==> src/rtl/uart_pkg.sv <==
// Definitions shared by the UART transmit and receive paths: FSM state encoding,
// bit-period divider and frame-length helpers.
package uart_pkg;

    localparam int DATA_BITS = 8;

    typedef enum logic [2:0] {
        ST_IDLE   = 3'd0,
        ST_START  = 3'd1,
        ST_DATA   = 3'd2,
        ST_PARITY = 3'd3,
        ST_STOP   = 3'd4
    } uart_state_e;

    function automatic int bps_div(input int clk_freq, input int baud);
        return clk_freq / baud;
    endfunction

    function automatic int frame_bits(input int parity_en, input int stop_bits);
        return 1 + DATA_BITS + parity_en + stop_bits;
    endfunction

    function automatic logic parity_bit(input logic [DATA_BITS-1:0] data, input logic odd);
        return (^data) ^ odd;
    endfunction

endpackage

==> src/rtl/uart_bps_gen.sv <==
// Bit-period counter: counts 0..BPS_DIV-1 while run is high and flags the last cycle of each bit.
module uart_bps_gen #(
    parameter int BPS_DIV = 16
) (
    input  logic CLK,
    input  logic RST,
    input  logic run,
    output logic bit_end
);

    localparam int CNT_W = $clog2(BPS_DIV);
    localparam logic [CNT_W-1:0] LAST = CNT_W'(BPS_DIV - 1);

    logic [CNT_W-1:0] cnt;

    always_ff @(posedge CLK or posedge RST) begin
        if (RST) begin
            cnt <= '0;
        end else if (!run || cnt == LAST) begin
            cnt <= '0;
        end else begin
            cnt <= cnt + 1'b1;
        end
    end

    assign bit_end = run && (cnt == LAST);

endmodule

==> src/rtl/uart_tx_ctl.sv <==
// UART transmit controller: one-deep holding register feeding a start/data/parity/stop serialiser.
// Line, busy and done outputs are registered one cycle behind the FSM state.
module uart_tx_ctl
    import uart_pkg::*;
#(
    parameter int CLK_FREQ   = 50_000_000,
    parameter int BAUD       = 9600,
    parameter int PARITY_EN  = 0,
    parameter int PARITY_ODD = 0,
    parameter int STOP_BITS  = 1
) (
    input  logic       CLK,
    input  logic       RST,
    input  logic       TX_En_Sig,
    input  logic [7:0] TX_Data,
    input  logic       TX_Valid,
    output logic       TX_Ready,
    output logic       TX_Pin_Out,
    output logic       TX_Busy,
    output logic       TX_Done_Sig
);

    localparam int   BPS_DIV   = bps_div(CLK_FREQ, BAUD);
    localparam logic LAST_STOP = 1'(STOP_BITS - 1);
    localparam logic ODD       = 1'(PARITY_ODD);

    uart_state_e state;
    logic [7:0]  hold_data;
    logic [7:0]  shifter;
    logic [2:0]  bit_idx;
    logic        stop_idx;
    logic        par_bit;
    logic        bit_end;
    logic        run;
    logic        hold_full;
    logic        last_stop_end;
    logic        load;
    logic        line_p0;
    logic        done_p0;

    assign hold_full     = ~TX_Ready;
    assign run           = (state != ST_IDLE);
    assign last_stop_end = (state == ST_STOP) && bit_end && (stop_idx == LAST_STOP);
    // A new frame may start from IDLE or directly off the end of the last stop bit.
    assign load          = hold_full && TX_En_Sig && ((state == ST_IDLE) || last_stop_end);

    uart_bps_gen #(.BPS_DIV(BPS_DIV)) u_bps (
        .CLK     (CLK),
        .RST     (RST),
        .run     (run),
        .bit_end (bit_end)
    );

    // Stage p0: line level implied by the current FSM state
    always_comb begin
        line_p0 = 1'b1;
        case (state)
            ST_START:  line_p0 = 1'b0;
            ST_DATA:   line_p0 = shifter[0];
            ST_PARITY: line_p0 = par_bit;
            default:   line_p0 = 1'b1;
        endcase
    end

    // Stage p0 -> p1: FSM, holding register and registered outputs
    always_ff @(posedge CLK or posedge RST) begin
        if (RST) begin
            state       <= ST_IDLE;
            TX_Ready    <= 1'b1;
            hold_data   <= '0;
            shifter     <= '0;
            bit_idx     <= '0;
            stop_idx    <= 1'b0;
            par_bit     <= 1'b0;
            done_p0     <= 1'b0;
            TX_Pin_Out  <= 1'b1;
            TX_Busy     <= 1'b0;
            TX_Done_Sig <= 1'b0;
        end else begin
            done_p0     <= 1'b0;
            TX_Pin_Out  <= line_p0;
            TX_Busy     <= run;
            TX_Done_Sig <= done_p0;

            case (state)
                ST_START: begin
                    if (bit_end) begin
                        state   <= ST_DATA;
                        bit_idx <= '0;
                    end
                end
                ST_DATA: begin
                    if (bit_end) begin
                        shifter <= {1'b0, shifter[7:1]};
                        bit_idx <= bit_idx + 3'd1;
                        if (bit_idx == 3'd7) begin
                            state    <= (PARITY_EN != 0) ? ST_PARITY : ST_STOP;
                            stop_idx <= 1'b0;
                        end
                    end
                end
                ST_PARITY: begin
                    if (bit_end) begin
                        state    <= ST_STOP;
                        stop_idx <= 1'b0;
                    end
                end
                ST_STOP: begin
                    if (last_stop_end) begin
                        done_p0 <= 1'b1;
                        state   <= ST_IDLE;
                    end else if (bit_end) begin
                        stop_idx <= 1'b1;
                    end
                end
                default: ;
            endcase

            // Load and accept are mutually exclusive: one needs the register full, the other empty.
            if (load) begin
                shifter  <= hold_data;
                par_bit  <= parity_bit(hold_data, ODD);
                bit_idx  <= '0;
                TX_Ready <= 1'b1;
                state    <= ST_START;
            end else if (TX_Valid && TX_Ready) begin
                TX_Ready  <= 1'b0;
                hold_data <= TX_Data;
            end
        end
    end

endmodule

==> config.mk <==
export PLATFORM = sky130hd
export DESIGN_NAME = uart_tx_ctl
export DESIGN_NICKNAME = d
export VERILOG_FILES = /design/src/rtl/uart_pkg.sv /design/src/rtl/uart_bps_gen.sv /design/src/rtl/uart_tx_ctl.sv
export SDC_FILE = /design/constraint.sdc
export NUM_CORES = 1
export LEC_CHECK = 0
export CORE_MARGIN = 1
export CORE_UTILIZATION = 52
export CTS_CLUSTER_SIZE = 24
export DETAILED_ROUTE_END_ITERATION = 10
export PLACE_DENSITY = 0.75
export SYNTH_ARGS = -nofsm -noshare
export SYNTH_HDL_FRONTEND = slang
export SYNTH_SLANG_ARGS = --single-unit
==> constraint.sdc <==
create_clock -name CLK -period 2.4 [get_ports CLK]
set_input_delay 0.48 -clock CLK [delete_from_list [all_inputs] [get_ports CLK]]
set_output_delay 0.48 -clock CLK [all_outputs]
set_load 0.01 [all_outputs]
==> key figures, run 1 <==
Worst setup path
  – Startpoint types: flip-flop
  – Setup CP Type: flip-flop to flip-flop
  – CP max FO: 8
  – Most used cell, CP: mux2_4
  – Arr. time, crit path: 2.52 ns
  – Worst Reg-to-Reg Cells: 4
  – Delay of the slowest critical-path stage: 0.61 ns
  – Worst path depth: 4
  – Worst Path Required: 2.59 ns
  – CP max-delay cell: or4_4
  – Crit path cell chain: or4b_4 -> or4_4 -> mux2_4 -> mux2_4
  – Worst Setup End Kind: flip-flop
  – Crit path max-delay family: simple AND/OR/NAND/NOR gates
  – Worst path bufs/invs: 0

Clock tree
  – Sink Count: 42
  – Post-CTS Setup Bufs: 0
  – Clk_lat worst skew: 0.30 ns
  – Clock transition at path regs: 0.09 ns
  – TritonCTS clock tree: done
  – H-tree depth: 2
  – Root Buffer: clkbuf_8
  – Clock Path Buffers: 2
  – Post-CTS Hold Buffers: 0
  – Num CTS Buffers: 5
  – CTS resizes: 0

Timing
  – Tcrit/Tclk final: 0.971
  – Hold Slack: 0.357 ns
  – F_max: 429 MHz
  – Final worst path period need: 2.33 ns
  – TNS Setup: 0 ns
  – Final setup violation count: 0
  – Final worst clock skew: 0.0119 ns
  – Final Max Slew Viols: 0
  – Worst Tran Pin Value: 0.577 ns
  – Final Hold Viols: 0
  – Max_slew headroom: 0.612
  – Unrepaired setup endpoints after global routing: no

Layout
  – Area delta synth->final: 17.4%
  – Final Non-Filler Cells: 245
  – # diodes: 0
  – Fill cells: 287
  – Fin util: 0.648
  – Final nets: 211
  – Share of layout cells above drive strength 1: 0.223

Synth
  – Synth cell types: 37
  – Area contributors post-synth: dfrtp_1 (49%), mux2_4 (10%), xnor2_1 (5.1%), mux2_2 (4.9%), nor2_1 (2.9%)
  – Post-synthesis async set-or-reset flop share: 1.00
  – Gate Count Post-Synth: 174
  – Top FF cell, synth: dfrtp_1
  – Synthesized area per cell: 11.8 sq um
  – EDFF count, synth: 0
  – Syn Std Cell Area: 2050 sq um
  – Post-synth top cells: dfrtp_1 (40), nor2_1 (16), nand2_1 (15), mux2_4 (14), xnor2_1 (12)
  – FF+latch count, synth: 42
  – Most common cell in the netlist: dfrtp_1
  – Yosys warning total: 0
  – Synth area leader: dfrtp_1
  – Mapped Nets: 189
  – Top cell type's share of synthesized area: 0.488
  – Seq/Total Area, Yosys: 0.514

Power and ir drop
  – VDD IR-drop max: 0.394 mV
  – Power Density: 615 nW/um^2
  – Tot Pwr: 1.48 mW
  – Leakage dissipation: 1.13 nW

Placed design
  – Routability cong.: 0.860
  – Number of port buffers: 15
  – Dpl hpwl: 2.63 mm
  – # placed instances: 237

Floorplan
  – Die Y-Extent: 64.8 um
  – Core ar.: 3720 sq um
  – Row count: 22
  – Die Wd: 64.8 um
  – Starting Density: 0.552
  – IO Count: 16
  – Die Footprint: 4200 sq um

Routing
  – Per-cell routed wire length: 15.0 um
  – Post-route ant nets: 0
  – # DRC: 0
  – Vias: 1344
  – DR iter-0 viols: 94
  – Vias per cell: 5.49
  – Pre-antenna DRT Iters: 4
  – Post-Route WL: 3.68 mm

Global routing
  – Vias in the first global route: 1353
  – Total grt overflow: 0
  – Largest net degree at the start of global routing: 43
  – Initial antenna violation count: 0
  – Gr usage total: 0.202
  – First-pass GRT wire length: 6.23 mm

Job
  – Number of max-cap violations: 0

Run status
  – Status: complete, no violations

Min path
  – Worst min path class: flip-flop to flip-flop
  – Hold depth: 0
==> per-stage QoR <==
step,cell area [sq um],worst slack (ns)
2_1_floorplan,2050,0.156
3_5_place_dp,2270,0.0917
3_3_place_gp,2270,0.152
5_1_grt,2410,0.0424
4_1_cts,2410,0.0755
6_report,2410,0.0707
==> cell families (layout without fill, tap and decap cells) <==
| kind of cell | Yosys count | count (layout) | share of synthesized area |
|---|---|---|---|
| multiplexers | 25 | 25 | 0.162 |
| buffers and inverters | 10 | 33 | 0.0226 |
| flip-flops | 42 | 42 | 0.514 |
| XOR/XNOR | 18 | 18 | 0.0769 |
| AND/OR/NAND/NOR | 60 | 60 | 0.157 |
| adder cells (fa/ha/maj) | 3 | 3 | 0.0183 |
| AO/OA/AOI/OAI | 16 | 16 | 0.0500 |
==> cell type report <==
class | count | area, sq um | share of cell area
clock buffers | 5 | 68.8 | 0.0286
well taps | 48 | 60.1 | 0.0249
repair buffers | 20 | 188 | 0.0779
clock inverters | 3 | 68.8 | 0.0286
inverters | 5 | 18.8 | 0.00779
multi-input cells | 122 | 951 | 0.395
flip-flops and latches | 42 | 1050 | 0.437
==> per-layer routing <==
metal | routed length [um] | up-vias | part of all wire | global-route usage
met5 | 0 | - | 0 | 0
met4 | 49 | 0 | 0.013 | 0.0833
met3 | 125 | 5 | 0.034 | 0.0475
met2 | 1880 | 31 | 0.51 | 0.339
met1 | 1620 | 660 | 0.44 | 0.249
li1 | - | 648 | - | -
==> worst register-to-register path, cell delays in order, from the launching register on <==
cell	delay, ns
dfrtp_1	0.45
or4b_4	0.57
or4_4	0.61
mux2_4	0.34
mux2_4	0.26
==> registers in the layout, indices dropped and copies added (netlist names), 3 cells and up <==
register / flops
bit_idx: 3
shifter: 8
u_bps.cnt: 13
state: 3
hold_data: 8
==> placed cells by master (no fill, tap or decap), types with 2 or more instances in the layout <==
master	netlist	final
dfrtp_1	40	40
nor2_1	16	16
nand2_1	15	15
clkdlybuf4s50_1	0	15
mux2_4	14	14
xnor2_1	12	12
mux2_2	9	9
o21ai_0	6	6
xor2_1	6	6
inv_1	5	5
nand3_1	5	5
clkbuf_8	0	5
buf_4	0	5
a21boi_0	4	4
nor4_1	3	3
and3_1	3	3
nand4_1	3	3
ha_1	3	3
dfstp_2	2	2
mux2i_1	2	2
nor3_1	2	2
and2_1	2	2
o31ai_1	2	2
a21oi_1	2	2
bufinv_16	0	2
==> final timing paths <==
| kind | start | endpoint | slack, ns |
|---|---|---|---|
| max | u_bps.cnt[8]$_DFF_PP0_ | shifter[4]$_DFFE_PP0P_ | 0.07 |
| min | done_p0$_DFF_PP0_ | TX_Done_Sig$_DFF_PP0_ | 0.36 |
| max reg2reg | u_bps.cnt[8]$_DFF_PP0_ | shifter[4]$_DFFE_PP0P_ | 0.07 |
| min reg2reg | done_p0$_DFF_PP0_ | TX_Done_Sig$_DFF_PP0_ | 0.36 |
| max in group asynchronous | RST | TX_Pin_Out$_DFF_PP1_ | 1.43 |
| min in group asynchronous | RST | shifter[7]$_DFFE_PP0P_ | 0.59 |
==> power breakdown <==
part           switching, mW  internal (mW)  total (mW)
sequential            0.0115          0.719       0.730
combinational         0.0338         0.0467      0.0805
clock                  0.253          0.417       0.669
Power figures use the tool's default switching activity.
==> inputs of run 2 (changes only) <==
--- a/config.mk
+++ b/config.mk
@@ -10,6 +10,7 @@
 export CTS_CLUSTER_SIZE = 24
 export DETAILED_ROUTE_END_ITERATION = 10
 export PLACE_DENSITY = 0.75
+export SLEW_MARGIN = 20
 export SYNTH_ARGS = -nofsm -noshare
 export SYNTH_HDL_FRONTEND = slang
 export SYNTH_SLANG_ARGS = --single-unit
==> results of run 2 <==
Final layout, timing and power as in run 1 (identical DEF).
